--- config.mk ---
export PLATFORM = sky130hd
export DESIGN_NAME = io_pattern_monitor
export DESIGN_NICKNAME = d
export VERILOG_FILES = /design/src/rtl/io_pattern_monitor.sv
export SDC_FILE = /design/constraint.sdc
export NUM_CORES = 1
export LEC_CHECK = 0
export CAP_MARGIN = 20
export CORE_ASPECT_RATIO = 1.4
export CORE_MARGIN = 1.5
export CORE_UTILIZATION = 25
export DETAILED_ROUTE_END_ITERATION = 8
export GPL_ROUTABILITY_DRIVEN = 0
export SLEW_MARGIN = 5
export SYNTH_ARGS = -nofsm -noshare
export SYNTH_HDL_FRONTEND = slang
export SYNTH_SLANG_ARGS = --single-unit
--- constraint.sdc ---
create_clock -name CLK -period 4.97 [get_ports CLK]
set_input_delay 0.994 -clock CLK [delete_from_list [all_inputs] [get_ports CLK]]
set_output_delay 0.994 -clock CLK [all_outputs]
set_load 0.1 [all_outputs]
--- src/rtl/io_pattern_monitor.sv ---
// io_pattern_monitor: checks that an asynchronous bus walks through a programmed table of masked
// values, each value seen on STABLE_CYCLES consecutive synchronized samples, within a per-step cycle limit.
// Latency: 2-cycle synchronizer on bus_in; status outputs change one clock after the deciding sample.
// Backpressure: none; bus_in is sampled every cycle and a stalled step ends in FAIL after TIMEOUT_CYCLES.
//
// Ports:
//   CLK, resetn             - sole clock, synchronous active-low reset (table contents survive reset)
//   bus_in                  - asynchronous pins under observation
//   load_en/addr/data/mask  - sequence-table write port, ignored while a check is running
//   seq_len                 - number of steps, sampled on start (clamped to DEPTH)
//   start, abort            - single-cycle controls; abort wins over start
//   busy, done, pass, fail  - status; PASS/FAIL hold until start, abort or reset
//   step_idx, stall_cnt     - current (or failing) step and cycles spent in it
module io_pattern_monitor #(
    parameter int WIDTH          = 8,
    parameter int DEPTH          = 16,
    parameter int STABLE_CYCLES  = 2,
    parameter int TIMEOUT_CYCLES = 100000,
    localparam int AW            = $clog2(DEPTH),
    localparam int TW            = $clog2(TIMEOUT_CYCLES + 1)
) (
    input  logic             CLK,
    input  logic             resetn,
    input  logic [WIDTH-1:0] bus_in,
    input  logic             load_en,
    input  logic [AW-1:0]    load_addr,
    input  logic [WIDTH-1:0] load_data,
    input  logic [WIDTH-1:0] load_mask,
    input  logic [AW:0]      seq_len,
    input  logic             start,
    input  logic             abort,
    output logic             busy,
    output logic             done,
    output logic             pass,
    output logic             fail,
    output logic [AW:0]      step_idx,
    output logic [TW-1:0]    stall_cnt
);

    localparam int SW = $clog2(STABLE_CYCLES + 1);

    typedef enum logic [1:0] {
        S_IDLE = 2'd0,
        S_RUN  = 2'd1,
        S_PASS = 2'd2,
        S_FAIL = 2'd3
    } state_t;

    state_t           state_q, state_d;
    logic [WIDTH-1:0] sync1_q, sync2_q;
    logic [AW:0]      len_q, len_d;
    logic [AW:0]      step_q, step_d;
    logic [TW-1:0]    stall_q, stall_d;
    logic [SW-1:0]    stable_q, stable_d;

    // Sequence table: deliberately not reset so a program survives a reset.
    logic [WIDTH-1:0] data_mem [DEPTH];
    logic [WIDTH-1:0] mask_mem [DEPTH];

    always_ff @(posedge CLK) begin
        if (load_en && (state_q != S_RUN)) begin
            data_mem[load_addr] <= load_data;
            mask_mem[load_addr] <= load_mask;
        end
    end

    logic [WIDTH-1:0] cur_data, cur_mask;
    logic             match, advance;
    logic [AW:0]      len_clamp, step_inc;
    logic [TW-1:0]    stall_inc;
    logic [SW-1:0]    stable_inc;

    // step_q only indexes the table while RUN, where step_q < len_q <= DEPTH.
    assign cur_data   = data_mem[step_q[AW-1:0]];
    assign cur_mask   = mask_mem[step_q[AW-1:0]];
    assign match      = ((sync2_q ^ cur_data) & cur_mask) == '0;
    assign stable_inc = stable_q + SW'(1);
    assign advance    = match && (stable_inc == SW'(STABLE_CYCLES));
    assign step_inc   = step_q + (AW+1)'(1);
    // While RUN, stall_q < TIMEOUT_CYCLES, so the increment cannot overflow TW bits.
    assign stall_inc  = stall_q + TW'(1);
    assign len_clamp  = (seq_len > (AW+1)'(DEPTH)) ? (AW+1)'(DEPTH) : seq_len;

    // State and datapath registers
    always_ff @(posedge CLK) begin
        if (!resetn) begin
            state_q  <= S_IDLE;
            sync1_q  <= '0;
            sync2_q  <= '0;
            len_q    <= '0;
            step_q   <= '0;
            stall_q  <= '0;
            stable_q <= '0;
        end else begin
            state_q  <= state_d;
            sync1_q  <= bus_in;
            sync2_q  <= sync1_q;
            len_q    <= len_d;
            step_q   <= step_d;
            stall_q  <= stall_d;
            stable_q <= stable_d;
        end
    end

    // Next-state logic
    always_comb begin
        state_d  = state_q;
        len_d    = len_q;
        step_d   = step_q;
        stall_d  = stall_q;
        stable_d = stable_q;
        if (abort) begin
            state_d  = S_IDLE;
            step_d   = '0;
            stall_d  = '0;
            stable_d = '0;
        end else if (state_q != S_RUN) begin
            if (start) begin
                len_d    = len_clamp;
                step_d   = '0;
                stall_d  = '0;
                stable_d = '0;
                // An empty sequence completes immediately without running.
                state_d  = (len_clamp == '0) ? S_PASS : S_RUN;
            end
        end else if (advance) begin
            // Advance beats a timeout landing on the same cycle; the stable
            // window restarts so repeated entries each need a full window.
            step_d   = step_inc;
            stall_d  = '0;
            stable_d = '0;
            if (step_inc == len_q) begin
                state_d = S_PASS;
            end
        end else begin
            stable_d = match ? stable_inc : '0;
            stall_d  = stall_inc;
            if (stall_inc == TW'(TIMEOUT_CYCLES)) begin
                state_d = S_FAIL;
            end
        end
    end

    // Output decode
    always_comb begin
        busy      = 1'b0;
        done      = 1'b0;
        pass      = 1'b0;
        fail      = 1'b0;
        step_idx  = step_q;
        stall_cnt = stall_q;
        case (state_q)
            S_RUN:   busy = 1'b1;
            S_PASS:  begin done = 1'b1; pass = 1'b1; end
            S_FAIL:  begin done = 1'b1; fail = 1'b1; end
            default: ;
        endcase
    end

endmodule

==> impl_metrics.csv <==
group,metric,value,unit
run_status,status,"completed",
cells_and_area,nets,938,
floorplan,die_w,193,um
global_route,grt_start_max_net_pins,52,
global_route,track_usage,11.6,%
timing,rsz0062_at_grt,"false",
cells_and_area,nFillCells,4943,
global_route,grt_overflow_total,0,
route,dr.pass1.iters,5,
synthesis,syn_nets,866,
timing,finalCritPeriodShare,77.2,%
floorplan,ioPinCount,64,
clock_network,cts_root_buffer,"clkbuf_16",
synthesis,synth_compound_area_share,7.37,%
route,drcViolationCount,0,
timing,drv_slew,0,
synthesis,synth_fa_ha_area_share,0.297,%
global_route,met3_usage,2.33,%
floorplan,start_util,25.3,%
clock_network,htreeDepth,1,
cells_and_area,drive_above_1_share,12.9,%
place,portBuffers,63,
synthesis,ys_seq_area_share,69.0,%
route,drt-initial-drc-count,556,
timing,max_clock_freq,0.261,GHz
global_route,busiest_layer,"met2",
clock_network,cts-hold-fix-buffers,0,
timing,setup_tns,0,ns
power_and_ir_drop,powerDensity,353,mW/mm2
hold_path,hold_class,"reg -> reg",
clock_network,ctsResizeCount,0,
synthesis,synth.area.top_cells,"edfxtp_1, dfxtp_1, xor2_1, mux4_2, mux2i_1",
synthesis,synth.most_common_cell,"edfxtp_1",
route,vias,7256,
timing,fin_worst_skew,0.0141,ns
route,routedWlPerCell,19.4,um
synthesis,yosysTopAreaCell,"edfxtp_1",
route,wl,30300,um
synthesis,synth_ff_type,"edfxtp_1",
timing,min_period,3.84,ns
route,detail-route-antenna-nets,0,
synthesis,synth_cells,825,
critical_path,crit_arrival,4.26,ns
synthesis,synth_top_family_by_area,"simple AND/OR/NAND/NOR gates",
critical_path,critical_path.cell_chain,"mux4_1, xor2_1, and2_0, a2111oi_0, o211ai_1, o2bb2ai_4, nand3_1, a221oi_1",
critical_path,cp_slowest_cell,"dfxtp_4",
critical_path,path_delay_family,"compound AO/OA/AOI/OAI gates",
clock_network,cts_setup_buffers,0,
clock_network,clk_pin_slew,0.06,ns
clock_network,cts-buffers-inserted,30,
timing,setup-violations-final,0,
critical_path,path_depth,8,
cells_and_area,insertedDiodeCount,0,
synthesis,synth_seq_cells,307,
synthesis,netlist_area,0.0126,mm2
critical_path,max_stage_delay,0.91,ns
global_route,grt_pass1_vias,7131,
floorplan,core_area,0.0500,mm2
critical_path,endpoint_kind,"flop",
synthesis,synthTopCellsByCount,"edfxtp_1, xor2_1, dfxtp_1, nand2_1, nor2_1",
floorplan,die_h,269,um
synthesis,synth_edf_count,256,
clock_network,clk_latency,0.56,ns
clock_network,clk_path_buf_depth,3,
synthesis,synth_top_area_share,60.9,%
floorplan,rows,97,
timing,layout_setup_ws,1.13,ns
synthesis,async_flop_share,0,%
critical_path,ff2ff_path_depth,8,
power_and_ir_drop,cellLeakagePower,4.83,nW
place,dp_slack,1.18,ns
synthesis,ys_types,61,
timing,hold_slack,0.432,ns
critical_path,startpoint_type,"flop",
synthesis,synth_xor_area_share,5.55,%
timing,hold_viol,0,
place,dpl.hpwl,20200,um
synthesis,yosys_warnings,0,
route,vias_per_cell,4.64,
critical_path,crit_required,5.40,ns
cells_and_area,design_area,0.0151,mm2
global_route,antenna_found_initial,4,
global_route,use_met2,21.4,%
critical_path,path_max_fanout,51,
clock_network,cts_tree,"built",
global_route,use_met1,13.2,%
flow_run,maxCapViolCount,0,
timing,worstMarginPinSlew,1.13,ns
global_route,grt_pass1_wl,44900,um
hold_path,hold_depth,1,
cells_and_area,syn_to_final_growth,19.3,%
synthesis,yosys.area_share.simple,7.74,%
power_and_ir_drop,ir_worst_vdd,0.309,mV
critical_path,crit_type,"reg -> reg",
synthesis,avgSynthCellArea,15.3,um2
place,postPlaceCellArea,0.0140,mm2
synthesis,muxShareOfSynthArea,7.74,%
critical_path,worst-path-buf-inv,0,
clock_network,cts_sinks,307,
timing,slew_headroom,24.3,%
floorplan,dieArea,0.0519,mm2
## area by class of cell
type                            instances  area [um2]  share of cell area, %
Sequential cell                       307        8710                   57.8
Multi-Input combinational cell        459        3670                   24.3
Clock buffer                           40         866                   5.75
Timing Repair Buffer                   83         820                   5.44
Tap cell                              643         805                   5.34
Clock inverter                         16         138                  0.913
Inverter                               16        60.1                  0.399
## per-layer routing
metal	routed length, um	vias to the layer above
li1	-	3321
met1	11800	3668
met2	15800	210
met3	1800	49
met4	809	8
met5	53	-
## through the flow
step                cells  util (%)  power, W
floorplan             825         -   0.00297
global placement     1504      28.0   0.00308
detailed placement   1506      28.1   0.00308
CTS                  1562      30.1   0.00537
global route         1564      30.1   0.00548
finish               1564      30.1   0.00532
## report_power, final
group	internal, W	switching, W	total, W
Sequential	0.00282	0.0000215	0.00284
Combinational	0.0000652	0.000117	0.000182
Clock	0.00133	0.000965	0.00230
Total	0.00422	0.00110	0.00532
## cell usage in the layout (no fill, tap or decap), drive strengths merged, types with 25 or more instances in the layout
cell type      netlist  routed
a21oi               25      25
clkbuf              20      40
clkdlybuf4s50        0      63
dfxtp               51      51
edfxtp             256     256
mux4                29      29
nand2               46      46
nand3               36      36
nor2                38      38
xor2                57      57
## registers in the layout, summed over array words and instances (netlist names), named ones only
signal and cells:
data_mem 128, mask_mem 128, stall_cnt 17, sync1_q 8
sync2_q 8, len_q 5, step_idx 5, stable_q 2
state_q 2
## kinds of logic after synthesis
logic type,after synthesis
flip-flops,307
adder cells (fa/ha/maj),3
AO/OA/AOI/OAI,122
multiplexers,58
AND/OR/NAND/NOR,196
buffers and inverters,59
XOR/XNOR,80
## worst paths after layout
check	endpoint	startpoint	slack, ns
worst max register to register	flop	flop	1.13
worst min-delay path	sync2_q[4]$_SDFF_PN0_	sync1_q[4]$_SDFF_PN0_	0.43
worst max-delay path	flop	flop	1.13
worst min register to register	sync2_q[4]$_SDFF_PN0_	sync1_q[4]$_SDFF_PN0_	0.43
Note: power is estimated with default switching activity, not from simulation.
